[config.mk]
export PLATFORM = sky130hd
export DESIGN_NAME = fpm_stream_feeder
export DESIGN_NICKNAME = d
export VERILOG_FILES = /design/src/rtl/fpm_pkg.sv /design/src/rtl/fpm_result_fifo.sv /design/src/rtl/fpm_stream_feeder.sv
export SDC_FILE = /design/constraint.sdc
export NUM_CORES = 1
export LEC_CHECK = 0
export CORE_UTILIZATION = 50
export DETAILED_ROUTE_END_ITERATION = 10
export PLACE_DENSITY_LB_ADDON = 0.2
export REMOVE_ABC_BUFFERS = 1
export SKIP_LAST_GASP = 1
export SLEW_MARGIN = 20
export SYNTH_ARGS = -nofsm -noshare
export SYNTH_HDL_FRONTEND = slang
export SYNTH_SLANG_ARGS = --single-unit
export TNS_END_PERCENT = 30
[constraint.sdc]
create_clock -name clk -period 9.6 [get_ports clk]
set_input_delay 1.44 -clock clk [delete_from_list [all_inputs] [get_ports clk]]
set_output_delay 1.44 -clock clk [all_outputs]
set_load 0.05 [all_outputs]
[src/rtl/fpm_pkg.sv]
// Shared FP32 definitions for the multiplier feeder slice.
// Provides IEEE-754 single-precision field positions and the flush-to-zero
// detector used to build the isZeroA/isZeroB flags.
package fpm_pkg;

    localparam int unsigned SIGN_BIT = 31;
    localparam int unsigned EXP_MSB  = 30;
    localparam int unsigned EXP_LSB  = 23;
    localparam int unsigned MANT_MSB = 22;

    // A zero exponent field covers +0, -0 and every denormal, so denormals
    // are flushed to zero by the multiplier.
    function automatic logic is_fp_zero(input logic [31:0] x);
        return x[EXP_MSB:EXP_LSB] == '0;
    endfunction

endpackage

[src/rtl/fpm_result_fifo.sv]
// Result FIFO that catches multiplier products with their zero flag.
// Ports:
//   clk, rst   - rising-edge clock, synchronous active-high reset
//   push       - write push_data into the tail
//   push_data  - WIDTH-bit entry
//   pop        - discard the head entry
//   pop_data   - registered head entry
//   count      - number of stored entries (0..DEPTH)
// A push and pop in the same cycle is accepted at any occupancy, full included.
module fpm_result_fifo #(
    parameter int unsigned WIDTH = 33,
    parameter int unsigned DEPTH = 4
) (
    input  logic                     clk,
    input  logic                     rst,
    input  logic                     push,
    input  logic [WIDTH-1:0]         push_data,
    input  logic                     pop,
    output logic [WIDTH-1:0]         pop_data,
    output logic [$clog2(DEPTH):0]   count
);

    localparam int unsigned PW = $clog2(DEPTH);

    logic [WIDTH-1:0] mem_q [DEPTH];
    logic [WIDTH-1:0] mem_d [DEPTH];
    logic [PW-1:0]    wr_ptr_q, wr_ptr_d;
    logic [PW-1:0]    rd_ptr_q, rd_ptr_d;
    logic [PW:0]      count_q, count_d;
    logic             full, empty, do_push, do_pop;

    always_comb begin
        full     = count_q == (PW+1)'(DEPTH);
        empty    = count_q == '0;
        do_pop   = pop && !empty;
        // When full, the slot being written is the one being popped this cycle.
        do_push  = push && (!full || do_pop);
        mem_d    = mem_q;
        if (do_push) begin
            mem_d[wr_ptr_q] = push_data;
        end
        wr_ptr_d = wr_ptr_q + (do_push ? PW'(1) : '0);
        rd_ptr_d = rd_ptr_q + (do_pop ? PW'(1) : '0);
        count_d  = count_q + (PW+1)'(do_push) - (PW+1)'(do_pop);
    end

    always_ff @(posedge clk) begin
        if (rst) begin
            wr_ptr_q <= '0;
            rd_ptr_q <= '0;
            count_q  <= '0;
        end else begin
            wr_ptr_q <= wr_ptr_d;
            rd_ptr_q <= rd_ptr_d;
            count_q  <= count_d;
            assert (!(push && full && !pop));
        end
        mem_q <= mem_d;
    end

    assign pop_data = mem_q[rd_ptr_q];
    assign count    = count_q;

endmodule

[src/rtl/fpm_stream_feeder.sv]
// Upstream feeder for the registered FP32 multiplier.
// Ports:
//   clk, rst                  - rising-edge clock, synchronous active-high reset
//   in_valid/in_ready/in_a/b  - operand pair stream
//   mul_a/mul_b/mul_zero_a/b  - operands and zero flags to the multiplier
//   mul_product/mul_zero_out  - multiplier result, valid MUL_LATENCY cycles later
//   out_valid/out_ready       - result stream handshake
//   out_data/out_zero         - FIFO head product and zero flag
//   issued_cnt                - accepted pairs, wraps at 2^32
// Credit covers buffered plus in-flight results, so a result never arrives
// at a full FIFO and out_ready has no combinational path to in_ready.
module fpm_stream_feeder
    import fpm_pkg::*;
#(
    parameter int unsigned WIDTH       = 32,
    parameter int unsigned MUL_LATENCY = 2,
    parameter int unsigned FIFO_DEPTH  = 4
) (
    input  logic             clk,
    input  logic             rst,
    input  logic             in_valid,
    output logic             in_ready,
    input  logic [WIDTH-1:0] in_a,
    input  logic [WIDTH-1:0] in_b,
    output logic [WIDTH-1:0] mul_a,
    output logic [WIDTH-1:0] mul_b,
    output logic             mul_zero_a,
    output logic             mul_zero_b,
    input  logic [WIDTH-1:0] mul_product,
    input  logic             mul_zero_out,
    output logic             out_valid,
    input  logic             out_ready,
    output logic [WIDTH-1:0] out_data,
    output logic             out_zero,
    output logic [31:0]      issued_cnt
);

    localparam int unsigned CW = $clog2(FIFO_DEPTH) + 1;

    logic [MUL_LATENCY-1:0] vpipe_q, vpipe_d;
    logic [31:0]            issued_q, issued_d;
    logic [CW-1:0]          fifo_count;
    logic [CW-1:0]          inflight;
    logic [CW:0]            pending;
    logic [WIDTH:0]         head;
    logic                   accept, push, pop;

    always_comb begin
        inflight = '0;
        for (int unsigned i = 0; i < MUL_LATENCY; i++) begin
            inflight = inflight + CW'(vpipe_q[i]);
        end
        pending  = {1'b0, fifo_count} + (CW+1)'(inflight);
        in_ready = !rst && (pending < (CW+1)'(FIFO_DEPTH));
        accept   = in_valid && in_ready;

        mul_a      = accept ? in_a : '0;
        mul_b      = accept ? in_b : '0;
        mul_zero_a = accept && is_fp_zero(in_a);
        mul_zero_b = accept && is_fp_zero(in_b);

        vpipe_d    = '0;
        vpipe_d[0] = accept;
        for (int unsigned i = 1; i < MUL_LATENCY; i++) begin
            vpipe_d[i] = vpipe_q[i-1];
        end

        issued_d  = issued_q + (accept ? 32'd1 : 32'd0);
        push      = vpipe_q[MUL_LATENCY-1];
        out_valid = !rst && (fifo_count != '0);
        pop       = out_valid && out_ready;
    end

    always_ff @(posedge clk) begin
        if (rst) begin
            vpipe_q  <= '0;
            issued_q <= '0;
        end else begin
            vpipe_q  <= vpipe_d;
            issued_q <= issued_d;
        end
    end

    fpm_result_fifo #(
        .WIDTH (WIDTH + 1),
        .DEPTH (FIFO_DEPTH)
    ) u_fifo (
        .clk       (clk),
        .rst       (rst),
        .push      (push),
        .push_data ({mul_zero_out, mul_product}),
        .pop       (pop),
        .pop_data  (head),
        .count     (fifo_count)
    );

    assign out_data   = head[WIDTH-1:0];
    assign out_zero   = head[WIDTH];
    assign issued_cnt = issued_q;

endmodule

* Word level (Yosys, flattened, before mapping) *
Index checks and enable logic that the tools add are counted.

operators by class
  add/subtract/negate cells = 7
  magnitude comparators = 4
  eq/ne operators = 1
  muxes and demuxes = 11
  bitwise logic cells = 2
  reductions and logical operators = 17

operators by type and width
  kind                  number
  $bwmux W132           1
  $mux W33              3
  $bmux W33 S2          1
  $demux W33 S2         1
  $mux W32              2
  $add A32 B1 Y32       1
  $logic_not A8 Y1      2
  $logic_and A1 B1 Y1   9
  $ge A3 B3 Y1 const B  2
  $not A2 Y3            2
  $add A2 B2 Y2         2
  $add A3 B2 Y4         1
  $lt A4 B3 Y1 const B  1
  $add A3 B1 Y3         1
  $eq A3 B3 Y1 const B  1
  $logic_not A1 Y1      3
  $logic_not A3 Y1      1
  $lt A3 B1 Y1 const B  1
  $mux W1               3
  $reduce_bool A3 Y1    1
  $sub A3 B1 Y3         1
  $add A1 B1 Y2         1
  $logic_or A1 B1 Y1    1

storage, ports and cells
  flip-flop bits (word level) = 173
  input port bits = 101
  output and inout port bits = 133
  word-level logic and storage cells = 51

* Logic depth before layout (Yosys ltp) *
Gate-level depths: netlist of the first run.

  word-level depth = 8
  depth in mapped cells = 12
  mapped depth without buffers = 10

* Hierarchy *
From an unflattened synthesis of the first run, not the netlist that was laid out.

second synthesis, totals
  cell total of the unflattened synthesis = 474
  area, all modules = 7260.7 um^2

by module, submodules not included
  module             instances  cells each  area an instance (um^2)
  fpm_result_fifo    1          206         5192.5
  fpm_stream_feeder  1          268         2068.2

* Least setup slack after synthesis of the first run *
No wires, ideal clock.

  kind = input to register
  start = in rst
  end = reg u_fifo.mem_q[100] (netlist name) (enable)
  library setup time = 471 ps
  data arrival time = 4435 ps
  data required time = 9129 ps
  setup slack = 4694 ps
  stages = 3
  path buffers = 0
  cell sequence = nand2b_1 a41oi_1 nor3b_1

on the way
  cells in the longest elaborated chain, start to end = 6

ends and longest elaborated chain
  what                  RTL line                 text
  start, declared       fpm_stream_feeder.sv:20  input logic rst,
  $logic_not A1 Y1      fpm_stream_feeder.sv:70  out_valid = !rst && (fifo_count != '0);
  $logic_and A1 B1 Y1   fpm_stream_feeder.sv:70
  $logic_and A1 B1 Y1   fpm_stream_feeder.sv:71  pop = out_valid && out_ready;
  $logic_and A1 B1 Y1   fpm_result_fifo.sv:35    do_pop = pop && !empty;
  $logic_or A1 B1 Y1    fpm_result_fifo.sv:37    do_push = push && (!full || do_pop);
  $logic_and A1 B1 Y1   fpm_result_fifo.sv:37
  end signal, assigned  fpm_result_fifo.sv:58    mem_q <= mem_d;
  end, declared         fpm_result_fifo.sv:25    logic [WIDTH-1:0] mem_q [DEPTH];

Every way passes these cells.
A chain may end at the register's enable or synchronous reset.

* Worst setup path after layout of the first run *
  start = in rst
  end = out mul_b[24]

on the way
  cells in the longest elaborated chain, start to end = 4

ends and longest elaborated chain
  what                 RTL line                 text
  $logic_not A1 Y1     fpm_stream_feeder.sv:54  in_ready = !rst && (pending < (CW+1)'(FIFO_DEPTH));
  $logic_and A1 B1 Y1  fpm_stream_feeder.sv:54
  $logic_and A1 B1 Y1  fpm_stream_feeder.sv:55  accept = in_valid && in_ready;
  $mux W32             fpm_stream_feeder.sv:58  mul_b = accept ? in_b : '0;
  end, declared        fpm_stream_feeder.sv:26  output logic [WIDTH-1:0] mul_b,

Every way passes these cells.

==> results of run 1 <==
path summary, 6_finish.rpt:
kind	start	endpoint	slack, ns	cells after the start
worst max-delay path	rst	mul_b[24]	4.20	6
worst min-delay path	vpipe_q[0]	vpipe_q[1]	0.49	1
worst max register to register	u_fifo.count[0]	issued_cnt[23]	6.28	9
worst min register to register	vpipe_q[0]	vpipe_q[1]	0.49	1
cell type report:
type                       instances  area [µm²]
clock buffer                      17         425
inverter                          10        37.5
multi-input combinational        267        2300
antenna                            1        2.50
clock inverter                    15         121
sequential                       173        4790
timing repair buffer             237        2360
fill                             869        3670
tap                              180         225
state kept, by name, indices dropped and copies added (netlist names):
register / cells
issued_cnt: 32
vpipe_q: 2
u_fifo.mem_q: 132
u_fifo.wr_ptr_q: 2
u_fifo.rd_ptr_q: 2
u_fifo.count: 3
logic make-up after synthesis:
kind of cell    Yosys count
buf+inv                  34
mux                      37
fa+ha+maj                10
xor+xnor                 16
flops                   173
compound gates           32
simple gates            172
layer usage:
layer,up-vias,GRT usage,wire length (µm)
li1,2265,-,-
met1,2370,0.283,6640
met2,191,0.406,9010
met3,25,0.0669,1160
met4,0,0.0864,323
met5,-,0,0
where the power goes:
| group | switching [W] | total, W | internal (W) |
|---|---|---|---|
| Combinational | 0.000311 | 0.000514 | 0.000203 |
| Sequential | 0.0000194 | 0.000847 | 0.000827 |
| Clock | 0.000277 | 0.000632 | 0.000354 |
placed cells by master, fill, tap and decap left out, types with 10 or more instances in the layout:
cell type and n:
inv_1 10, and2_1 65, clkdlybuf4s50_1 233, nor2b_1 10
edfxtp_1 132, or4_1 11, nand2_1 11, nand3_1 11
nor2_1 25, clkbuf_16 17, a21oi_1 15, dfxtp_1 39
mux4_2 33
through the flow:
step	util	instance area, µm²	instances
6_report	0.736	10300	900
5_1_grt	0.736	10300	900
4_1_cts	0.736	10300	899
3_5_place_dp	0.697	9710	867
3_3_place_gp	0.697	9710	867
2_1_floorplan	-	7100	450
==> qor.yml, run 1 <==
cts:
  cts_tree: "built"
  path_clk_slew_ns: 0.06
  worstSkewPairLatency_ns: 0.42
  cts_hold_buf: 0
  cts_setup_buffers: 0
  clk_path_buf_depth: 2
  root_buffer: "clkbuf_16"
  cts-htree-levels: 4
  cts.sinks: 173
  cts_buffers: 17
  cts_resized: 0
grt:
  antenna_found_initial: 1
  grt_max_degree: 67
  grtUsageTotal: 0.237
  grt_pass1_vias: 4951
  grt_pass1_wl_um: 25700
  grt_overflow: 0
critical_path:
  crit_fanout: 66
  crit_chain: "clkdlybuf4s50_1 -> buf_4 -> a211oi_4 -> buf_4 -> and2_1 -> clkdlybuf4s50_1"
  endpoint_kind: "primary output"
  critPathSlowestCell: "clkdlybuf4s50_1"
  arrival_ns: 3.96
  crit_type: "primary input to primary output"
  cp.buffers_inverters: 4
  cp.required_ns: 8.16
  cp_top_family: "buffers and inverters"
  start_kind: "primary input"
  critPathMaxStageDelay_ns: 0.82
min_path:
  min_path_type: "flop to flop"
timing:
  finClkSkew_ns: 0.00767
  holdWs_ns: 0.494
  setup_tns_ns: 0
  slew_headroom: 0.290
  fmax_mhz: 185
  grt_setup_unrepaired: "no"
  min_period_ns: 5.40
  setup_viol: 0
  setup_slack_ns: 4.20
  drv_slew: 0
  period_share: 0.563
  hold_viol: 0
  worst_pin_slew_ns: 1.06
yosys:
  synth_compound_area_frac: 0.0282
  synth-xor-area-share: 0.0195
  synthCells: 474
  synth.yosys.seq_area_share: 0.665
  synth_seq_cells: 173
  synth_top_family_by_area: "simple AND/OR/NAND/NOR gates"
  syn_avg_cell_area_um2: 15.2
  synth-edff-count: 132
  ys_top_cells_by_area: "edfxtp_1 (55%), dfxtp_1 (11%), mux4_2 (10%)"
  synth_area_um2: 7200
  synthAdderAreaFrac: 0.0184
  synthArstFlopShare: 0
  synth_most_common_cell: "edfxtp_1"
  yosys.area_share.simple: 0.141
  yosysWarnings: 0
  netlist.area_leader.share: 0.551
  synth_commonest_cells: "edfxtp_1 (132), and2_1 (65), dfxtp_1 (41)"
  ys_types: 42
  synth_top_flop_cell: "edfxtp_1"
  synth_area_leader_cell: "edfxtp_1"
  synthMuxAreaShare: 0.110
placement:
  gp_congestion: 0.841
  dp_hpwl_um: 11600
  dp_slack_ns: 4.20
  port-buffer-count: 233
routing:
  drc: 0
  dr.pass1.iters: 4
  drtIter0Drc: 392
  antenna_left: 0
  viasPerCell: 5.39
  wl_per_cell_um: 19.0
  drt-total-wl_um: 17100
  route.vias.total: 4851
floorplan:
  fp.dieW_um: 122
  die_h_um: 122
  ioPinCount: 234
  start_util: 0.516
  fp.coreArea_um2: 13900
  fp-row-count: 43
  die-area_um2: 14900
final_layout:
  nets: 817
  areaGrowthSynthToFinish_pct: 42.6
  drive_above_1_share: 0.111
pwr:
  powerDensity_nw_per_um2: 194
  p_total_w: 0.00199
  vdd_drop_max_mv: 0.148
  p_leak_nw: 3.38
job:
  cap_violations: 0
status:
  outcome: "complete, no violations"
Note: power is estimated with default switching activity, not from simulation.
==> inputs of run 2 (changes only) <==
--- a/config.mk
+++ b/config.mk
@@ -5,7 +5,7 @@
 export SDC_FILE = /design/constraint.sdc
 export NUM_CORES = 1
 export LEC_CHECK = 0
-export CORE_UTILIZATION = 50
+export CORE_UTILIZATION = 42
 export DETAILED_ROUTE_END_ITERATION = 10
 export PLACE_DENSITY_LB_ADDON = 0.2
 export REMOVE_ABC_BUFFERS = 1
==> constraint.sdc (replaced) <==
create_clock -name clk -period 4.8 [get_ports clk]
set_input_delay 0.72 -clock clk [delete_from_list [all_inputs] [get_ports clk]]
set_output_delay 0.72 -clock clk [all_outputs]
set_load 0.05 [all_outputs]
==> run 2 against run 1 <==
Total power increased by 110%. Setup slack got worse by 3.1 ns. Sequential cell count unchanged. Largest cell class unchanged. Hold slack got worse by 0.011 ns. Register-to-register slack got worse by 5.2 ns. First-iteration DRC count decreased by 45%. Sequential power increased by 98%. Die area increased by 19%.
==> qor.yml, run 2 (same netlist as run 1, synthesis figures left out) <==
status:
  outcome: "complete, no violations"
final_layout:
  seq_area_um2: 4790
  final_area_um2: 10800
  multi_input_area_um2: 2300
  nets: 819
  fin_util: 0.647
  final_common_cell: "clkdlybuf4s50_1"
  areaGrowthSynthToFinish_pct: 49.6
  top_register: "u_fifo.mem_q"
  drive_above_1_share: 0.208
  n_fill_cell: 1211
  final_cell_mix: "clkdlybuf4s50_1 (167), edfxtp_1 (132), and2_1 (65), buf_12 (47), dfxtp_1 (39)"
  n_antenna_cell: 0
  largest_register_ffs: 132
grt:
  met2_usage: 0.368
  grt_max_degree: 49
  grtUsageTotal: 0.206
  grt_pass1_vias: 5154
  antenna_found_initial: 0
  grt_util_met1: 0.238
  top_usage_layer: "met2"
  grt_overflow: 0
  grt_pass1_wl_um: 27200
  grtUsageMet3: 0.0533
min_path:
  min_path_type: "flop to flop"
  hp-start: "vpipe_q[0]"
  hold_depth: 1
routing:
  route.vias.total: 4862
  drtIter0Drc: 214
  drt-total-wl_um: 17400
  antenna_left: 0
  wl_per_cell_um: 18.5
  dr.pass1.iters: 5
  viasPerCell: 5.17
  drc: 0
timing:
  fmax_mhz: 268
  min_period_ns: 3.73
  finClkSkew_ns: 0.0105
  setup_tns_ns: 0
  hold_viol: 0
  period_share: 0.777
  setup_viol: 0
  slew_headroom: 0.360
  drv_slew: 0
  worst_pin_slew_ns: 0.960
  grt_setup_unrepaired: "no"
cts:
  cts_resized: 0
  cts_setup_buffers: 0
  worstSkewPairLatency_ns: 0.42
  path_clk_slew_ns: 0.06
  cts.sinks: 173
  cts_tree: "built"
  cts-htree-levels: 4
  cts_buffers: 17
  clk_path_buf_depth: 2
  root_buffer: "clkbuf_16"
  cts_hold_buf: 0
pwr:
  powerDensity_nw_per_um2: 382
  p_leak_nw: 3.66
  vdd_drop_max_mv: 0.257
floorplan:
  fp-row-count: 47
  fp.dieW_um: 133
  die_h_um: 133
  start_util: 0.432
  ioPinCount: 234
  die-area_um2: 17700
  fp.coreArea_um2: 16600
critical_path:
  endpoint_kind: "primary output"
  crit_type: "flop to primary output"
  start_kind: "flop"
  crit_start: "u_fifo.count[0]"
  arrival_ns: 3.01
  crit-reg2reg-capture: "issued_cnt[23]"
  cp.required_ns: 4.08
  r2r_start: "u_fifo.count[0]"
  crit_fanout: 48
  rr_worst_depth: 9
  crit_path_end: "mul_zero_b"
  rrSetupSlack_ns: 1.13
placement:
  dpl_cell_area_um2: 10200
  gp_congestion: 0.822
  port-buffer-count: 233
  dp_hpwl_um: 12400
job:
  cap_violations: 0
-- run 2: worst min-delay path by stage --
stage / to / slack [ns]
2_1_floorplan: vpipe_q[1] / 0.44
3_3_place_gp: vpipe_q[1] / 0.46
3_5_place_dp: vpipe_q[1] / 0.47
4_1_cts: vpipe_q[1] / 0.49
5_1_grt: vpipe_q[1] / 0.50
6_report: vpipe_q[1] / 0.48
-- run 2: metal layers --
metal,vias to the layer above,wire (µm)
li1,2267,-
met1,2399,6760
met2,178,9320
met3,18,946
met4,0,396
met5,-,0
-- run 2: final cells by class --
class                           instances  share of cell area
Sequential cell                       173               0.445
Clock inverter                         15              0.0128
Tap cell                              220              0.0256
Clock buffer                           17              0.0395
Timing Repair Buffer                  239               0.260
Multi-Input combinational cell        267               0.214
Inverter                               10             0.00349
-- run 2: power breakdown --
group / switching (W) / total [W] / leakage [nW] / internal, W
Clock: 0.000563 / 0.00128 / 0.260 / 0.000719
Sequential: 0.0000259 / 0.00168 / 1.52 / 0.00165
Combinational: 0.000660 / 0.00114 / 1.88 / 0.000485
-- run 2: metrics by stage --
step                      worst slack [ns]  instances  total power (W)  hold slack, ns
after floorplan                      0.533        450          0.00237           0.445
after global placement                1.02        909          0.00286           0.461
after detailed placement             0.924        909          0.00287           0.474
after CTS                            0.987        941          0.00415           0.487
after global routing                 0.711        941          0.00425           0.497
final                                 1.07        941          0.00411           0.482
-- run 2: worst max-delay path, cell delays in order (launching register included) --
cell and delay [ns]:
dfxtp_1 0.33, ha_1 0.27, a21oi_1 0.07, or3_1 0.43
a211oi_4 0.63, buf_4 0.43, and3_1 0.27, buf_12 0.15
==> inputs of run 3 (changes only) <==
--- a/config.mk
+++ b/config.mk
@@ -5,7 +5,7 @@
 export SDC_FILE = /design/constraint.sdc
 export NUM_CORES = 1
 export LEC_CHECK = 0
-export CORE_UTILIZATION = 42
+export CORE_UTILIZATION = 46
 export DETAILED_ROUTE_END_ITERATION = 10
 export PLACE_DENSITY_LB_ADDON = 0.2
 export REMOVE_ABC_BUFFERS = 1
==> constraint.sdc (replaced) <==
create_clock -name clk -period 3.76 [get_ports clk]
set_input_delay 0.564 -clock clk [delete_from_list [all_inputs] [get_ports clk]]
set_output_delay 0.564 -clock clk [all_outputs]
set_load 0.05 [all_outputs]
==> run 3 against run 2 <==
Largest power group unchanged. Utilization grew 7.9 points. First-iteration DRC count grew 30%. Register-to-register slack worse by 0.55 ns. Critical endpoint is now mul_b[5]. Non-clock buffer count grew 4. Routed wire length increased by 2.7%. Clock skew is 0.0011 ns lower. Sequential share of layout area down 1.3 points. Count of clock-buffer cells in the layout increased by 3. Critical path depth unchanged.
==> qor.yml, run 3 (same netlist as run 1, synthesis figures left out) <==
status:
  outcome: "complete, no violations"
routing:
  drc: 0
  wl_per_cell_um: 19.1
  drtIter0Drc: 278
  viasPerCell: 5.27
  antenna_left: 0
  route.vias.total: 4936
  drt-total-wl_um: 17900
  dr.pass1.iters: 4
pwr:
  powerDensity_nw_per_um2: 483
  swShare: 0.305
  p_seq_frac: 0.400
  power_switching_w: 0.00163
  comb_power_share: 0.287
  clkPwrFrac: 0.313
  vdd_drop_max_mv: 0.395
  internal-power_w: 0.00372
  p_leak_nw: 3.77
critical_path:
  crit_start: "u_fifo.count[0]"
  crit_fanout: 66
  r2r_start: "u_fifo.count[0]"
  endpoint_kind: "primary output"
  rrSetupSlack_ns: 0.58
  start_kind: "flop"
  crit_type: "flop to primary output"
  arrival_ns: 2.76
  cp.required_ns: 3.20
timing:
  grt_setup_unrepaired: "no"
  setup_viol: 0
  setup_slack_ns: 0.434
  fmax_mhz: 301
  finClkSkew_ns: 0.00935
  hold_viol: 0
  slew_headroom: 0.627
  min_period_ns: 3.33
  drv_slew: 0
  worst_pin_slew_ns: 0.558
  period_share: 0.885
final_layout:
  nets: 823
  largest_register_ffs: 132
  top_register: "u_fifo.mem_q"
  seq_area_um2: 4790
  n_fill_cell: 994
  multi_input_area_um2: 2300
  final_common_cell: "clkdlybuf4s50_1"
  drive_above_1_share: 0.215
  areaGrowthSynthToFinish_pct: 53.9
  instances_no_fill: 936
  n_antenna_cell: 0
  final_cell_mix: "clkdlybuf4s50_1 (165), edfxtp_1 (132), buf_12 (70), and2_1 (65), dfxtp_1 (39)"
cts:
  clk_path_buf_depth: 2
  cts_resized: 0
  path_clk_slew_ns: 0.06
  cts-htree-levels: 4
  cts.sinks: 173
  cts_hold_buf: 0
  cts_tree: "built"
  cts_setup_buffers: 0
  worstSkewPairLatency_ns: 0.42
  cts_buffers: 17
  root_buffer: "clkbuf_16"
job:
  cap_violations: 0
grt:
  grt_pass1_vias: 5265
  grtUsageTotal: 0.230
  grt_pass1_wl_um: 27800
  grt_overflow: 0
  grt_max_degree: 67
  antenna_found_initial: 1
placement:
  dp_hpwl_um: 12600
  port-buffer-count: 233
  dp_cells: 904
  dp_slack_ns: 0.518
  gp_congestion: 0.837
min_path:
  hp-start: "vpipe_q[0]"
  min_path_type: "flop to flop"
floorplan:
  fp.coreArea_um2: 15300
  fp.dieW_um: 127
  start_util: 0.472
  die-area_um2: 16100
  ioPinCount: 234
  die_h_um: 127
  fp-row-count: 45
[run 3: cell count changes in the layout (fill, tap and decap cells not counted), sizes merged]
cell | before | now
buf | 72 | 78
clkbuf | 17 | 20
clkinvlp | 5 | 2
inv | 14 | 17
clkdlybuf4s50 | 167 | 165
clkinv | 5 | 3
bufinv | 1 | 0
[run 3: power groups by stage]
stage / clock (W) / combinational (W) / sequential [W]
detailed placement: 0 / 0.00155 / 0.00218
finish: 0.00168 / 0.00154 / 0.00214
floorplan: 0 / 0.000802 / 0.00222
global route: 0.00178 / 0.00161 / 0.00215
global placement: 0 / 0.00153 / 0.00218
CTS: 0.00169 / 0.00155 / 0.00214
[run 3: stage by stage]
step	power [W]	cell area (µm²)	hold slack, ns	setup TNS (ns)	util
after floorplan	0.00302	7100	0.445	-14.44	-
after global placement	0.00371	10500	0.461	0	0.688
after detailed placement	0.00373	10500	0.469	0	0.688
after CTS	0.00539	11100	0.480	0	0.726
after global routing	0.00553	11100	0.488	0	0.726
final	0.00536	11100	0.476	0	0.726
[run 3: worst max-delay path: stages, from the launching register on]
cell      delay, ns
dfxtp_1        0.33
ha_1           0.28
a21oi_1        0.07
or3_1          0.44
a211oi_4       0.31
buf_4          0.45
and2_1         0.28
buf_12         0.16
[run 3: worst paths after layout]
| check | endpoint | cells after the start |
|---|---|---|
| setup reg to reg | issued_cnt[28] | 10 |
| hold reg to reg | vpipe_q[1] | 1 |
| setup / recovery | mul_b[5] | 7 |
| hold / removal | vpipe_q[1] | 1 |
[run 3: cell type report]
class	instances	share of cell area
Timing Repair Buffer	243	0.281
Clock buffer	20	0.0433
Clock inverter	12	0.00881
Tap cell	211	0.0238
Multi-Input combinational cell	267	0.208
Inverter	10	0.00339
Sequential cell	173	0.432
[run 3: per-layer routing]
metal	GRT usage	vias to the layer above	wire (µm)
li1	-	2276	-
met1	0.282	2438	7160
met2	0.403	204	9310
met3	0.0544	16	1200
met4	0.0756	2	213
met5	0	-	12
